**config.mk**
```make
export PLATFORM = sky130hd
export DESIGN_NAME = matrix_operand_loader
export DESIGN_NICKNAME = d
export VERILOG_FILES = /design/src/rtl/matrix_operand_loader.sv
export SDC_FILE = /design/constraint.sdc
export NUM_CORES = 1
export LEC_CHECK = 0
export CAP_MARGIN = 20
export CORE_AREA = 2 2 409 411
export CTS_BUF_LIST = sky130_fd_sc_hd__clkbuf_8
export CTS_CLUSTER_SIZE = 24
export DETAILED_ROUTE_END_ITERATION = 10
export DIE_AREA = 0 0 411 413
export PLACE_DENSITY = 0.49
export RECOVER_POWER = 100
export SKIP_LAST_GASP = 1
export SYNTH_ARGS = -nofsm -noshare
export SYNTH_HDL_FRONTEND = slang
export SYNTH_SLANG_ARGS = --single-unit
```
**constraint.sdc**
```tcl
create_clock -name clk -period 42.2 [get_ports clk]
set_input_delay 4.22 -clock clk [delete_from_list [all_inputs] [get_ports clk]]
set_output_delay 4.22 -clock clk [all_outputs]
set_load 0.02 [all_outputs]
```
**src/rtl/matrix_operand_loader.sv**
```systemverilog
// Collects a 32-beat frame (16 A elements then 16 B elements, row-major) into two
// 4x4 operand matrices and presents them to the multiplier with a valid/ready hold.
module matrix_operand_loader #(
    parameter int w = 32
) (
    input  logic                          clk,
    input  logic                          rst_n,
    input  logic signed [w-1:0]           in_data,
    input  logic                          in_valid,
    input  logic                          in_sof,
    output logic                          in_ready,
    output logic signed [0:3][0:3][w-1:0] A,
    output logic signed [0:3][0:3][w-1:0] B,
    output logic                          out_valid,
    input  logic                          out_ready,
    output logic                          frame_err
);

    typedef enum logic [1:0] {
        LOAD_A,
        LOAD_B,
        HOLD
    } state_t;

    state_t                    state_q;
    logic [3:0]                idx_q;
    logic [0:3][0:3][w-1:0]    a_q;
    logic [0:3][0:3][w-1:0]    b_q;
    logic                      out_valid_q;
    logic                      frame_err_q;
    logic [1:0]                rst_sync_q;
    logic                      rst_core_n;
    logic                      accept;

    // Assertion is immediate; release reaches the core two edges later, so no
    // beat can be taken in the cycle rst_n is released.
    always_ff @(posedge clk or negedge rst_n) begin
        if (!rst_n) begin
            rst_sync_q <= '0;
        end else begin
            rst_sync_q <= {rst_sync_q[0], 1'b1};
        end
    end

    assign rst_core_n = rst_sync_q[1];

    assign in_ready = (state_q != HOLD);
    assign accept   = in_valid && in_ready;

    always_ff @(posedge clk or negedge rst_core_n) begin
        if (!rst_core_n) begin
            state_q     <= LOAD_A;
            idx_q       <= '0;
            a_q         <= '0;
            b_q         <= '0;
            out_valid_q <= 1'b0;
            frame_err_q <= 1'b0;
        end else begin
            frame_err_q <= 1'b0;
            case (state_q)
                LOAD_A: begin
                    if (accept) begin
                        if (idx_q == 4'd0 && !in_sof) begin
                            frame_err_q <= 1'b1;
                        end else if (idx_q != 4'd0 && in_sof) begin
                            frame_err_q <= 1'b1;
                            a_q[0][0]   <= in_data;
                            idx_q       <= 4'd1;
                        end else begin
                            a_q[idx_q[3:2]][idx_q[1:0]] <= in_data;
                            if (idx_q == 4'd15) begin
                                state_q <= LOAD_B;
                                idx_q   <= '0;
                            end else begin
                                idx_q <= idx_q + 4'd1;
                            end
                        end
                    end
                end
                LOAD_B: begin
                    if (accept) begin
                        // A start-of-frame mid-B abandons the partial frame and restarts A.
                        if (in_sof) begin
                            frame_err_q <= 1'b1;
                            a_q[0][0]   <= in_data;
                            idx_q       <= 4'd1;
                            state_q     <= LOAD_A;
                        end else begin
                            b_q[idx_q[3:2]][idx_q[1:0]] <= in_data;
                            if (idx_q == 4'd15) begin
                                state_q     <= HOLD;
                                idx_q       <= '0;
                                out_valid_q <= 1'b1;
                            end else begin
                                idx_q <= idx_q + 4'd1;
                            end
                        end
                    end
                end
                HOLD: begin
                    if (out_valid_q && out_ready) begin
                        out_valid_q <= 1'b0;
                        state_q     <= LOAD_A;
                    end
                end
                default: begin
                    state_q     <= LOAD_A;
                    idx_q       <= '0;
                    out_valid_q <= 1'b0;
                end
            endcase
        end
    end

    assign A         = a_q;
    assign B         = b_q;
    assign out_valid = out_valid_q;
    assign frame_err = frame_err_q;

endmodule

```
==> metrics.csv <==
metric;value;unit
crit path DAT;13.91;ns
worst slew pin tran;7.809;ns
CTS clk-pin slew, worst paths;0.06;ns
Setup Fix Bufs, Post-CTS;0;
# H-tree levels;4;
GPL Wtd Cong;0.7470;
Mapped Area;38940;um^2
status;complete, but fails checks;
Final Hold Fails;0;
Pleak;30.52;nW
highest clock rate;73.28;MHz
final slew viol count;1869;
antenna violations before repair;19;
Yosys reg bits;1034;
vias in the first global route;26020;
final worst path period need;13.65;ns
Clock Latency Late Sink;0.96;ns
DR WL/cell;27.20;um
crit end category;async pin;
fin crit share;32.34;%
largest net degree at the start of global routing;172;
worst-path maximum fanout;140;
DR vias/cell;4.303;
Setup TNS;0;ns
fin worst setup slack;28.55;ns
syn avg cell area;16.51;um^2
unrepaired setup endpoints after global routing;false;
I/O pin total;1064;
ys async rst share;100.0;%
area delta synth->final;41.78;%
final WL;158.1;mm
Slew headroom;-420.6;%
syn_nets;2401;
Inserted Clock Buffers;190;
Iteration-0 DRC Markers;1046;
Worst Clk Skew;0.05232;ns
drt pass-1 iters;4;
post-synthesis cell count;2358;
layout cells sized above 1;35.35;%
Req. time, crit path;42.47;ns
IR drop worst, VDD;0.03147;mV
# resized after CTS;0;
register-to-register setup slack;28.55;ns
starting density of the core;23.47;%
Power Dens Cells;35.98;nW/um^2
total track usage;18.27;%
pre-CTS setup slack;34.84;ns
grt ovf;0;
Die ar.;169700;um^2
CTS tree;done;
total number of vias;25010;
core region area;165900;um^2
Site Rows;150;
DRC;0;
layout net count;3507;
# port buffers;1063;
most used flip-flop cell after synthesis;dfrtp_1;
die width;411;um
Max clock buf depth;3;
Max-cap violations;45;
CP Class;reg -> async;
Cell variety after synth;37;
Post-synth EDFFs;0;
worst min-delay path category;reg -> reg;
failing checks;max-capacitance violations, max-slew violations;
register area share after synthesis;66.45;%
HPWL Detailed;104.1;mm
Die Ht;413;um
first-pass GRT wire length;216.1;mm
Finish-stage setup viols;0;
Yosys warnings;0;
clk root buf;clkbuf_8;
CTS Hold Bufs;0;
Final ANT Viol Nets;0;
Setup crit start kind;register;
clk sink count;1034;
[power breakdown]
part           switching (mW)  internal [mW]
Sequential            0.00228          0.994
Clock                   0.438          0.495
Combinational          0.0500        0.00815
Total                   0.490           1.50
[worst max-delay path: stages, from the launching register on]
cell	delay, ns
dfrtp_1	2.22
clkbuf_1	2.27
clkbuf_1	5.46
clkbuf_1	2.64
[worst paths after layout]
check	startpoint	cells after the start	to
max	rst_sync_q[1]	3	A[346]
min	rst_sync_q[0]	0	rst_sync_q[1]
max reg2reg	rst_sync_q[1]	3	A[346]
min reg2reg	rst_sync_q[0]	0	rst_sync_q[1]
max in group clk	in_sof	6	A[462]
min in group asynchronous	rst_sync_q[1]	0	B[126]
[through the flow]
step           utilization [%]  hold WS (ns)  cells  instance area, um^2  total power, mW
3_3_place_gp             31.23        0.3357   5474                51810            1.076
6_report                 33.28        0.3447   5811                55210            1.986
3_5_place_dp             31.24        0.3389   5475                51830            1.076
5_1_grt                  33.27        0.3447   5808                55200            2.072
2_1_floorplan                -        0.3312   2358                38940            1.042
4_1_cts                  33.43        0.3500   5801                55470            2.024
[final cells by class]
cell class	count	area, um^2
Clock buffer	222	3055
Fill cell	16520	110700
Clock inverter	104	583.1
Tap cell	2204	2758
Timing Repair Buffer	1119	10900
Multi-Input combinational cell	1114	12000
Sequential cell	1034	25870
Antenna cell	9	22.52
Inverter	5	18.77
[kinds of logic after synthesis]
group | count (synthesis) | synth area share, %
muxes | 993 | 28.72
buffers and inverters | 210 | 2.699
adders and majority gates | 6 | 0.1928
other | 1 | 0.009630
xor gates and xnor gates | 1 | 0.02250
DFF | 1034 | 66.45
AOI/OAI and AO/OA | 45 | 0.9190
and+or+nand+nor | 68 | 0.9961
[layer usage]
metal  up-vias  GRT usage [%]  share of wire, %
met3       220          6.303               7.9
li1      10560              -                 -
met4         0          5.791               2.7
met1     13370          21.05                39
met2       857          31.68                51
met5         -              0                 0
[synth_stat cells (5+ instances only)]
cell type	count	area share, %
o21ai_0	8	0.10
mux2_2	974	28
ha_1	6	0.19
nor2_1	6	0.058
buf_2	63	0.81
buf_4	25	0.48
clkbuf_1	105	1.0
nand2_1	27	0.26
dfrtp_1	1034	66
inv_1	5	0.048
buf_6	12	0.35
mux2_1	19	0.55
a22o_1	32	0.72
[state kept, by name (all words and copies together) (netlist names)]
name,flops
frame_err,1
rst_sync_q,2
out_valid,1
B,512
A,512
idx_q,4
state_q,2
[cells in the final DEF, fill, tap and decap left out, drive strengths merged, types with 2 or more instances in the layout]
| cell | count |
|---|---|
| bufinv | 3 |
| mux2 | 993 |
| nand2 | 32 |
| buf | 45 |
| nor3 | 3 |
| clkinv | 9 |
| nor2b | 3 |
| and4bb | 2 |
| dlygate4sd3 | 1029 |
| and3b | 3 |
| dfrtp | 1034 |
| nand2b | 4 |
| a22o | 32 |
| nand3 | 4 |
| clkinvlp | 3 |
| clkdlybuf4s50 | 19 |
| diode | 9 |
| ha | 6 |
| o21ai | 8 |
| nor2 | 6 |
| and3 | 4 |
| inv | 94 |
| clkbuf | 248 |
Note: power is estimated with default switching activity, not from simulation.
